[config.mk]
export PLATFORM = sky130hd
export DESIGN_NAME = sprite_frame_sequencer
export DESIGN_NICKNAME = d
export VERILOG_FILES = /design/src/rtl/video_pkg.sv /design/src/rtl/sprite_frame_sequencer_if.sv /design/src/rtl/vblank_edge_det.sv /design/src/rtl/sprite_frame_sequencer.sv
export SDC_FILE = /design/constraint.sdc
export NUM_CORES = 1
export LEC_CHECK = 0
export BUFFER_PORTS_ARGS = -buffer_cell sky130_fd_sc_hd__buf_2
export CORE_MARGIN = 10
export CORE_UTILIZATION = 57
export CTS_CLUSTER_DIAMETER = 200
export DETAILED_ROUTE_END_ITERATION = 8
export MAX_ROUTING_LAYER = met4
export PLACE_DENSITY = 0.86
export SLEW_MARGIN = 10
export SYNTH_ARGS = -nofsm -noshare
export SYNTH_HDL_FRONTEND = slang
export SYNTH_SLANG_ARGS = --single-unit
[constraint.sdc]
create_clock -name clk_i -period 5.9 [get_ports clk_i]
set_input_delay 1.475 -clock clk_i [delete_from_list [all_inputs] [get_ports clk_i]]
set_output_delay 1.475 -clock clk_i [all_outputs]
set_load 0.01 [all_outputs]
[src/rtl/video_pkg.sv]
// Shared video-side definitions: command opcodes, sequencer states, and the
// default frame geometry used by the sprite frame sequencer.
package video_pkg;

    localparam int FRAME_SIZE_DEF     = 70400;  // 400x176 ROM words per frame
    localparam int NUM_FRAMES_MAX_DEF = 16;

    typedef enum logic [1:0] {
        OP_PLAY      = 2'd0,
        OP_PAUSE     = 2'd1,
        OP_STEP      = 2'd2,
        OP_SET_FRAME = 2'd3
    } cmd_op_e;

    typedef enum logic [1:0] {
        ST_PAUSED    = 2'd0,
        ST_PLAYING   = 2'd1,
        ST_STEP_PEND = 2'd2
    } seq_state_e;

    // Frame count actually used for wrapping: clamp to the supported maximum
    // and never below one, so a zero count behaves as a single still frame.
    function automatic logic [7:0] eff_count(input logic [7:0] num, input logic [7:0] max_n);
        logic [7:0] c;
        c = (num > max_n) ? max_n : num;
        if (c == 8'd0) c = 8'd1;
        return c;
    endfunction

endpackage

[src/rtl/sprite_frame_sequencer_if.sv]
// Command channel of the sprite frame sequencer.
// Handshake: a command transfers on a cycle where cmd_valid and cmd_ready are
// both high (and the video clock enable is high); the master holds op/arg
// stable while cmd_valid is high, and cmd_ready may drop while a STEP is pending.
interface sprite_frame_sequencer_if;
    logic       cmd_valid;
    logic       cmd_ready;
    logic [1:0] cmd_op;
    logic [7:0] cmd_arg;

    modport master (output cmd_valid, output cmd_op, output cmd_arg, input cmd_ready);
    modport slave  (input cmd_valid, input cmd_op, input cmd_arg, output cmd_ready);
endinterface

[src/rtl/vblank_edge_det.sv]
// Clock-enable qualified rising-edge detector for the vertical blank signal.
module vblank_edge_det (
    input  logic clk_i,
    input  logic rst_ni,
    input  logic cen_i,
    input  logic vblank_i,
    output logic rise_o
);
    logic prev_q, prev_d;

    // History only moves on enabled cycles so the edge is seen at video rate.
    always_comb begin
        prev_d = cen_i ? vblank_i : prev_q;
        rise_o = cen_i & vblank_i & ~prev_q;
    end

    // Previous-vblank register.
    always_ff @(posedge clk_i or negedge rst_ni) begin
        if (!rst_ni) prev_q <= 1'b0;
        else         prev_q <= prev_d;
    end
endmodule

[src/rtl/sprite_frame_sequencer.sv]
// Sprite animation frame sequencer: steps a frame index on vertical blank
// under PLAY/PAUSE/STEP/SET_FRAME control and publishes the ROM base address.
module sprite_frame_sequencer
    import video_pkg::*;
#(
    parameter int FRAME_SIZE     = FRAME_SIZE_DEF,
    parameter int NUM_FRAMES_MAX = NUM_FRAMES_MAX_DEF,
    parameter int ADDR_W         = 22
) (
    input  logic              clk_i,
    input  logic              rst_ni,
    input  logic              cen_i,
    input  logic              vblank_i,
    input  logic              cmd_valid_i,
    output logic              cmd_ready_o,
    input  logic [1:0]        cmd_op_i,
    input  logic [7:0]        cmd_arg_i,
    input  logic [7:0]        delay_i,
    input  logic [7:0]        num_frames_i,
    output logic [7:0]        frame_idx_o,
    output logic [ADDR_W-1:0] frame_base_o,
    output logic              frame_tick_o,
    output logic [1:0]        state_o
);
    sprite_frame_sequencer_if cmd_bus ();

    seq_state_e        state_q, state_d;
    logic [7:0]        idx_q, idx_d;
    logic [7:0]        dcnt_q, dcnt_d;
    logic [7:0]        target_q, target_d;
    logic              pend_q, pend_d;
    logic              tick_q, tick_d;
    logic [ADDR_W-1:0] base_q, base_d;
    logic              vb_rise;
    logic              cmd_fire;
    logic [7:0]        eff;
    logic [7:0]        next_idx;
    cmd_op_e           op;

    assign cmd_bus.cmd_valid = cmd_valid_i;
    assign cmd_bus.cmd_op    = cmd_op_i;
    assign cmd_bus.cmd_arg   = cmd_arg_i;
    assign cmd_ready_o       = cmd_bus.cmd_ready;

    vblank_edge_det u_vblank_edge_det (
        .clk_i    (clk_i),
        .rst_ni   (rst_ni),
        .cen_i    (cen_i),
        .vblank_i (vblank_i),
        .rise_o   (vb_rise)
    );

    // Handshake and index helpers; a pending SET_FRAME keeps the port open
    // even while a STEP waits for its vblank.
    always_comb begin
        cmd_bus.cmd_ready = (state_q != ST_STEP_PEND) || pend_q;
        cmd_fire          = cen_i & cmd_bus.cmd_valid & cmd_bus.cmd_ready;
        op                = cmd_op_e'(cmd_bus.cmd_op);
        eff               = eff_count(num_frames_i, 8'(NUM_FRAMES_MAX));
        next_idx          = (idx_q >= eff - 8'd1) ? 8'd0 : idx_q + 8'd1;
    end

    // Next-state: the vblank is resolved first on the pre-command state, then
    // an accepted command modifies the result for the following vblank.
    always_comb begin
        state_d  = state_q;
        idx_d    = idx_q;
        dcnt_d   = dcnt_q;
        target_d = target_q;
        pend_d   = pend_q;
        tick_d   = 1'b0;
        if (cen_i) begin
            if (vb_rise) begin
                if (pend_q) begin
                    idx_d  = target_q;
                    pend_d = 1'b0;
                    dcnt_d = 8'd0;
                    tick_d = 1'b1;
                    if (state_q == ST_STEP_PEND) state_d = ST_PAUSED;
                end else begin
                    case (state_q)
                        ST_PLAYING: begin
                            if (dcnt_q >= delay_i) begin
                                dcnt_d = 8'd0;
                                idx_d  = next_idx;
                                tick_d = 1'b1;
                            end else begin
                                dcnt_d = dcnt_q + 8'd1;
                            end
                        end
                        ST_STEP_PEND: begin
                            idx_d   = next_idx;
                            tick_d  = 1'b1;
                            state_d = ST_PAUSED;
                        end
                        default: ;
                    endcase
                end
            end
            if (cmd_fire) begin
                case (op)
                    OP_PLAY:  if (state_d == ST_PAUSED) state_d = ST_PLAYING;
                    OP_PAUSE: if (state_d == ST_PLAYING) begin
                        state_d = ST_PAUSED;
                        dcnt_d  = 8'd0;
                    end
                    OP_STEP:  if (state_d == ST_PAUSED) state_d = ST_STEP_PEND;
                    OP_SET_FRAME: begin
                        pend_d   = 1'b1;
                        target_d = (cmd_bus.cmd_arg >= eff) ? 8'd0 : cmd_bus.cmd_arg;
                    end
                    default: ;
                endcase
            end
        end
        // Constant multiply on the next index keeps the base in step with idx.
        base_d = ADDR_W'(idx_d) * ADDR_W'(FRAME_SIZE);
    end

    // Sequencer state registers.
    always_ff @(posedge clk_i or negedge rst_ni) begin
        if (!rst_ni) begin
            state_q  <= ST_PAUSED;
            idx_q    <= 8'd0;
            dcnt_q   <= 8'd0;
            target_q <= 8'd0;
            pend_q   <= 1'b0;
            tick_q   <= 1'b0;
            base_q   <= '0;
        end else begin
            state_q  <= state_d;
            idx_q    <= idx_d;
            dcnt_q   <= dcnt_d;
            target_q <= target_d;
            pend_q   <= pend_d;
            tick_q   <= tick_d;
            base_q   <= base_d;
        end
    end

    assign frame_idx_o  = idx_q;
    assign frame_base_o = base_q;
    assign frame_tick_o = tick_q;
    assign state_o      = state_q;
endmodule

==> Word-level counts from Yosys, hierarchy flattened <==
Index checks and enable logic that the tools add are counted.
{ "word_totals": {"reg_bits": 43, "latchBits": 0, "ramBits": 0, "rom_bits": 0, "in_bits": 31, "out_inout_bits": 34, "wordCells": 65, "memories": 0} }
{ "op_classes": {"n_addsub": 3, "n_mul": 1, "div": 0, "n_lt_le_gt_ge": 4, "n_eq_ne": 7, "n_shift": 0, "mux": 32, "bitwise": 5, "reduce_logical": 5} }
{ "op_table": {"columns": ["operator", "n"], "rows": [
  ["8-bit 2-to-1 mux", 15],
  ["8-bit >= comparator", 3],
  ["8-bit by 1-bit adder with 8-bit output (second input constant)", 2],
  ["8-bit one-hot mux with 2 select lines", 1],
  ["8-bit by 9-bit multiplier with 14-bit output (second input constant)", 1],
  ["2-bit 2-to-1 mux", 7],
  ["8-bit by 5-bit > comparator with 1-bit output (second input constant)", 1],
  ["8-bit zero test", 1],
  ["8-bit by 1-bit subtractor with 8-bit output (second input constant)", 1],
  ["1-bit 2-to-1 mux", 7],
  ["2-bit by 1-bit == test with 1-bit output (second input constant)", 3],
  ["2-bit == test (second input constant)", 3],
  ["2-bit one-hot mux with 3 select lines", 1],
  ["1-bit AND", 4],
  ["2-bit zero test", 2],
  ["3-bit AND reduction", 1],
  ["2-bit != test (second input constant)", 1],
  ["1-bit one-hot mux with 2 select lines", 1],
  ["1-bit logical OR", 1],
  ["1-bit inverter", 1]
]} }

==> Longest topological paths before layout <==
{ "logic_depth": {"ltp_word": 13, "depth_mapped": 26, "depth_no_buf": 26} }

==> By module <==
From an unflattened synthesis, not the netlist that was laid out.
{ "hier_totals": {"cells_unflattened": 374, "area_unflattened_um2": 3627.2} }
{ "modules_own_cells": {"columns": ["module", "n_inst", "cells_per_inst", "area_each_um2", "seq_area_each_um2"], "rows": [
  ["sprite_frame_sequencer", 1, 371, 3577.2, 1026.0],
  ["vblank_edge_det", 1, 3, 50.0, 25.0]
]} }

==> Worst setup path before layout <==
No wires, ideal clock.
{ "synth_timing": {"kind": "input to register", "from": "input num_frames_i[5]", "to": "register base_q[21] (netlist: frame_base_o[21])", "setup_time_ps": 134, "arrival_ps": 6896, "required_time_ps": 5766, "setup_slack_ps": -1130, "cell_stages": 25, "n_path_buf": 0, "cell_sequence": "nor4_1 > o21a_1 > inv_1 > ha_1 > xor2_1 > ha_1 > a211oi_1 > o21ai_0 > a21oi_1 > a41oi_2 > and3_4 > inv_1 > ha_1 > inv_1 > fa_1 > inv_1 > ha_1 > ha_1 > ha_1 > a21oi_1 > a21bo_2 > a21oi_1 > o21a_1 > o21ai_0 > xnor3_1"} }
{ "synth_via": {"elab_chain_cells": 13} }
{ "synth_rtl": {"columns": ["item", "line", "rtl"], "rows": [
  ["start, declared", "sprite_frame_sequencer.sv:19", "input logic [7:0] num_frames_i,"],
  ["8-bit by 5-bit > comparator with 1-bit output", "video_pkg.sv:25", "c = (num > max_n) ? max_n : num;"],
  ["8-bit 2-to-1 mux (*)", "video_pkg.sv:25", null],
  ["8-bit zero test", "video_pkg.sv:26", "if (c == 8'd0) c = 8'd1;"],
  ["8-bit 2-to-1 mux (*)", "video_pkg.sv:26", null],
  ["8-bit by 1-bit subtractor with 8-bit output (*)", "sprite_frame_sequencer.sv:60", "next_idx = (idx_q >= eff - 8'd1) ? 8'd0 : idx_q + 8'd1;"],
  ["8-bit >= comparator (*)", "sprite_frame_sequencer.sv:60", null],
  ["8-bit 2-to-1 mux (*)", "sprite_frame_sequencer.sv:60", null],
  ["8-bit 2-to-1 mux", "sprite_frame_sequencer.sv:83", "if (dcnt_q >= delay_i) begin"],
  ["8-bit one-hot mux with 2 select lines (*)", "sprite_frame_sequencer.sv:81", "case (state_q)"],
  ["8-bit 2-to-1 mux (*)", "sprite_frame_sequencer.sv:74", "if (pend_q) begin"],
  ["8-bit 2-to-1 mux (*)", "sprite_frame_sequencer.sv:73", "if (vb_rise) begin"],
  ["8-bit 2-to-1 mux (*)", "sprite_frame_sequencer.sv:72", "if (cen_i) begin"],
  ["via idx_d[5]", "sprite_frame_sequencer.sv:28", "logic [7:0] idx_q, idx_d;"],
  ["8-bit by 9-bit multiplier with 14-bit output (*)", "sprite_frame_sequencer.sv:117", "base_d = ADDR_W'(idx_d) * ADDR_W'(FRAME_SIZE);"],
  ["via base_d[21]", "sprite_frame_sequencer.sv:33", "logic [ADDR_W-1:0] base_q, base_d;"],
  ["end signal, assigned", "sprite_frame_sequencer.sv:137", "base_q <= base_d;"],
  ["end, declared", "sprite_frame_sequencer.sv:33", null]
]} }
The timed path passes the listed nets; every way through them passes the cells marked *.
A chain may end at the register's enable or synchronous reset.

==> Worst setup path in the final report <==
{ "layout_timing": {"from": "input num_frames_i[4]", "to": "register base_q[21] (netlist: frame_base_o[21])"} }
Same word-level chain as after synthesis.

==> impl_metrics.ini <==
[timing]
maxSlewHeadroom = 0.286
final_max_slew_viol_count = 0
fmax_ghz = 0.162
finalSetupViolCount = 5
setup_slack_ps = -257
finalCritPeriodShare = 1.04
worst_pin_slew_ps = 1050
finalHoldViolCount = 0
rsz0062_at_grt = yes
skew_ps = 8.47
finalCriticalPeriod_ps = 6160
timing.setup.tns_ps = -818

[clocking]
clk_pin_slew_worst_paths_ps = 90
htree_levels = 2
clk_path_buf_depth = 2
numCtsBuffers = 5
cts_sinks = 42
tritoncts = built
clkLatencyLatePin_ps = 300
cts-root-buf = clkbuf_8

[routing]
drt-vias-per-instance = 6.06
drtPass1Iterations = 5
drc = 0
vias = 3486
initialDrtViolationCount = 304
antenna_left = 0
drt-wirelength-per-cell_um = 18.7
routed_wl_mm = 10.8

[placed_design]
io_buffers = 56
dp_cells = 554
pre_cts_ws_ps = -653
place_congestion = 0.927
hpwl_mm = 7.52
place_area_sq_um = 4430

[power]
p_int_mw = 1.54
combPwrFrac = 0.743
clkPwrFrac = 0.070
pwr-share-seq = 0.188
leakage_nw = 2.38
switching_share = 0.454
power_density_nw_per_um2 = 581
total_power_mw = 2.82
ir_worst_vdd_uv = 775
p_sw_mw = 1.28

[layout]
finish.instance_area_sq_um = 4850
syn_to_final_growth_pct = 34.3
stdcell_count = 575
diodes = 0
drive_above_1_share = 0.356
nets = 602

[run]
maxCapViolCount = 0

[synth]
async_flop_share = 1.00
yosysSeqAreaShare = 0.291
synth_area_leaders = dfrtp_1 (29%), ha_1 (23%), nand2_1 (3.7%)
synthFlopType = dfrtp_1
yosysWarningCount = 0
synth_area_leader_cell = dfrtp_1
synth_seq_cells = 42
synth_top_area_share = 0.291
synth_cell_types = 61
synth_edf_count = 0
syn_area_sq_um = 3610
postSynthCellCount = 385
synth.avg_cell_area_sq_um = 9.38

[global_route]
grt_overflow = 0
antenna_found_initial = 0
grt_max_degree = 43
grt_use_total = 0.206
grt_pass1_vias = 3419
grt_pass1_wl_mm = 16.7

[die]
start_util = 0.599
die_w_um = 99.6
ioPinCount = 65
num_rows = 28
die-area_sq_um = 9920
core_sq_um = 6030
fp.dieH_um = 99.6

[worst_setup_path]
crit_type = in -> reg
arrival_ps = 6340
cp-end-kind = register
cp.required_ps = 6090
critPathMaxFanout = 5
critPathLaunchType = input pin

[outcome]
violations = setup timing
status = finished with violations

[hold_path]
hp-class = reg -> reg
## worst max-delay path, cell delays in order
cell and delay, ps:
buf_6 100, nor4_4 360, buf_4 170, buf_4 110, nand2_1 110, xor2_2 200, ha_1 310, a211oi_2 220
o21ai_2 110, a21o_4 260, o31ai_4 220, o221a_4 270, ha_4 160, inv_4 40, fa_2 520, inv_2 50
ha_4 230, ha_4 270, ha_4 210, a21oi_4 180, a21bo_4 160, a21oi_4 50, o21a_1 200, o21ai_1 130
xnor3_1 220
## cell type report
| type | instances | area, sq um |
|---|---|---|
| timing repair buffer | 111 | 721 |
| fill | 366 | 1180 |
| tap | 75 | 93.8 |
| sequential | 42 | 1050 |
| multi-input combinational | 308 | 2770 |
| clock inverter | 3 | 23.8 |
| inverter | 31 | 119 |
| clock buffer | 5 | 68.8 |
## cell families (layout without fill, tap and decap cells)
family                     Yosys count  count (layout)  share of synthesized area
AOI/OAI and AO/OA                   95              95                      0.185
muxes                                3               3                    0.00970
DFF                                 42              42                      0.291
xor gates and xnor gates            13              13                     0.0354
other                                2              13                    0.00208
and+or+nand+nor                    112             112                      0.154
adders and majority gates           72              72                      0.262
buffers and inverters               46             150                     0.0603
## path summary, 6_finish.rpt
check	startpoint	end	slack (ps)	depth (start not counted)
setup / recovery	num_frames_i[4]	frame_base_o[21]	-260	25
hold / removal	target_q[2]	target_q[2]	540	1
setup reg to reg	dcnt_q[0]	frame_base_o[21]	950	22
hold reg to reg	target_q[2]	target_q[2]	540	1
max in group asynchronous	rst_ni	frame_idx_o[4]	4010	1
min in group asynchronous	rst_ni	dcnt_q[3]	1310	1
## flip-flops by register name, indices dropped and copies added, names as in the netlist
signal and count:
frame_idx_o 8, frame_base_o 13, state_o 2, frame_tick_o 1, target_q 8, pend_q 1
dcnt_q 8, u_vblank_edge_det.prev_q 1
## cells in the final DEF, fill, tap and decap left out, types with 14 or more instances in the layout
master   Yosys  routed
buf_2        1      54
o21ai_0     20      17
a21oi_1     18      14
dfrtp_1     42      42
nand2_1     36      34
inv_1       31      24
nor2_1      23      21
ha_1        66      50
ha_4         0      15
buf_4        9      51
nand3_1     17      16
## cells in the mapped netlist, drive strengths merged, types with 2 or more instances
library cell and number:
a2111oi 3, a211oi 3, a21o 5, a21oi 18
a221o 4, a221oi 2, a22o 8, a31oi 3
and2 3, and3 3, buf 10, clkbuf 5
conb 2, dfrtp 42, fa 6, ha 66
inv 31, mux2i 2, nand2 36, nand2b 2
nand3 18, nand4 3, nand4b 2, nor2 23
nor2b 3, nor3 8, nor3b 2, nor4 3
o211ai 3, o21a 4, o21ai 22, o21bai 2
o221a 2, o31ai 5, xnor2 8, xor2 4
## per-stage QoR
stage / hold WS, ps / util
floorplan: 465 / -
global placement: 485 / 0.734
detailed placement: 487 / 0.734
CTS: 531 / 0.774
global route: 556 / 0.804
finish: 536 / 0.804
## metal layers
layer,wire [um],share of wire,vias up,GRT usage
li1,-,-,1612,-
met1,4160,0.39,1672,0.235
met2,5570,0.52,156,0.366
met3,709,0.066,46,0.0394
met4,332,0.031,0,0.0463
met5,0,0,-,-
## power groups by stage
stage	registers, mW	clock network (mW)	logic [mW]
6_report	0.528	0.197	2.09
3_3_place_gp	0.515	0	1.68
3_5_place_dp	0.520	0	1.77
2_1_floorplan	0.516	0	1.15
5_1_grt	0.535	0.208	2.32
4_1_cts	0.515	0.198	1.88
## timing repair
action                                 in CTS  in global routing
hold buffers                                0                  0
gates resized for setup                    14                 27
pin swaps                                  23                 27
buffers inserted                           10                  3
setup endpoints to repair                   5                  7
endpoints found under the hold margin       0                  0
No activity file was read; power rests on OpenSTA's default activity.
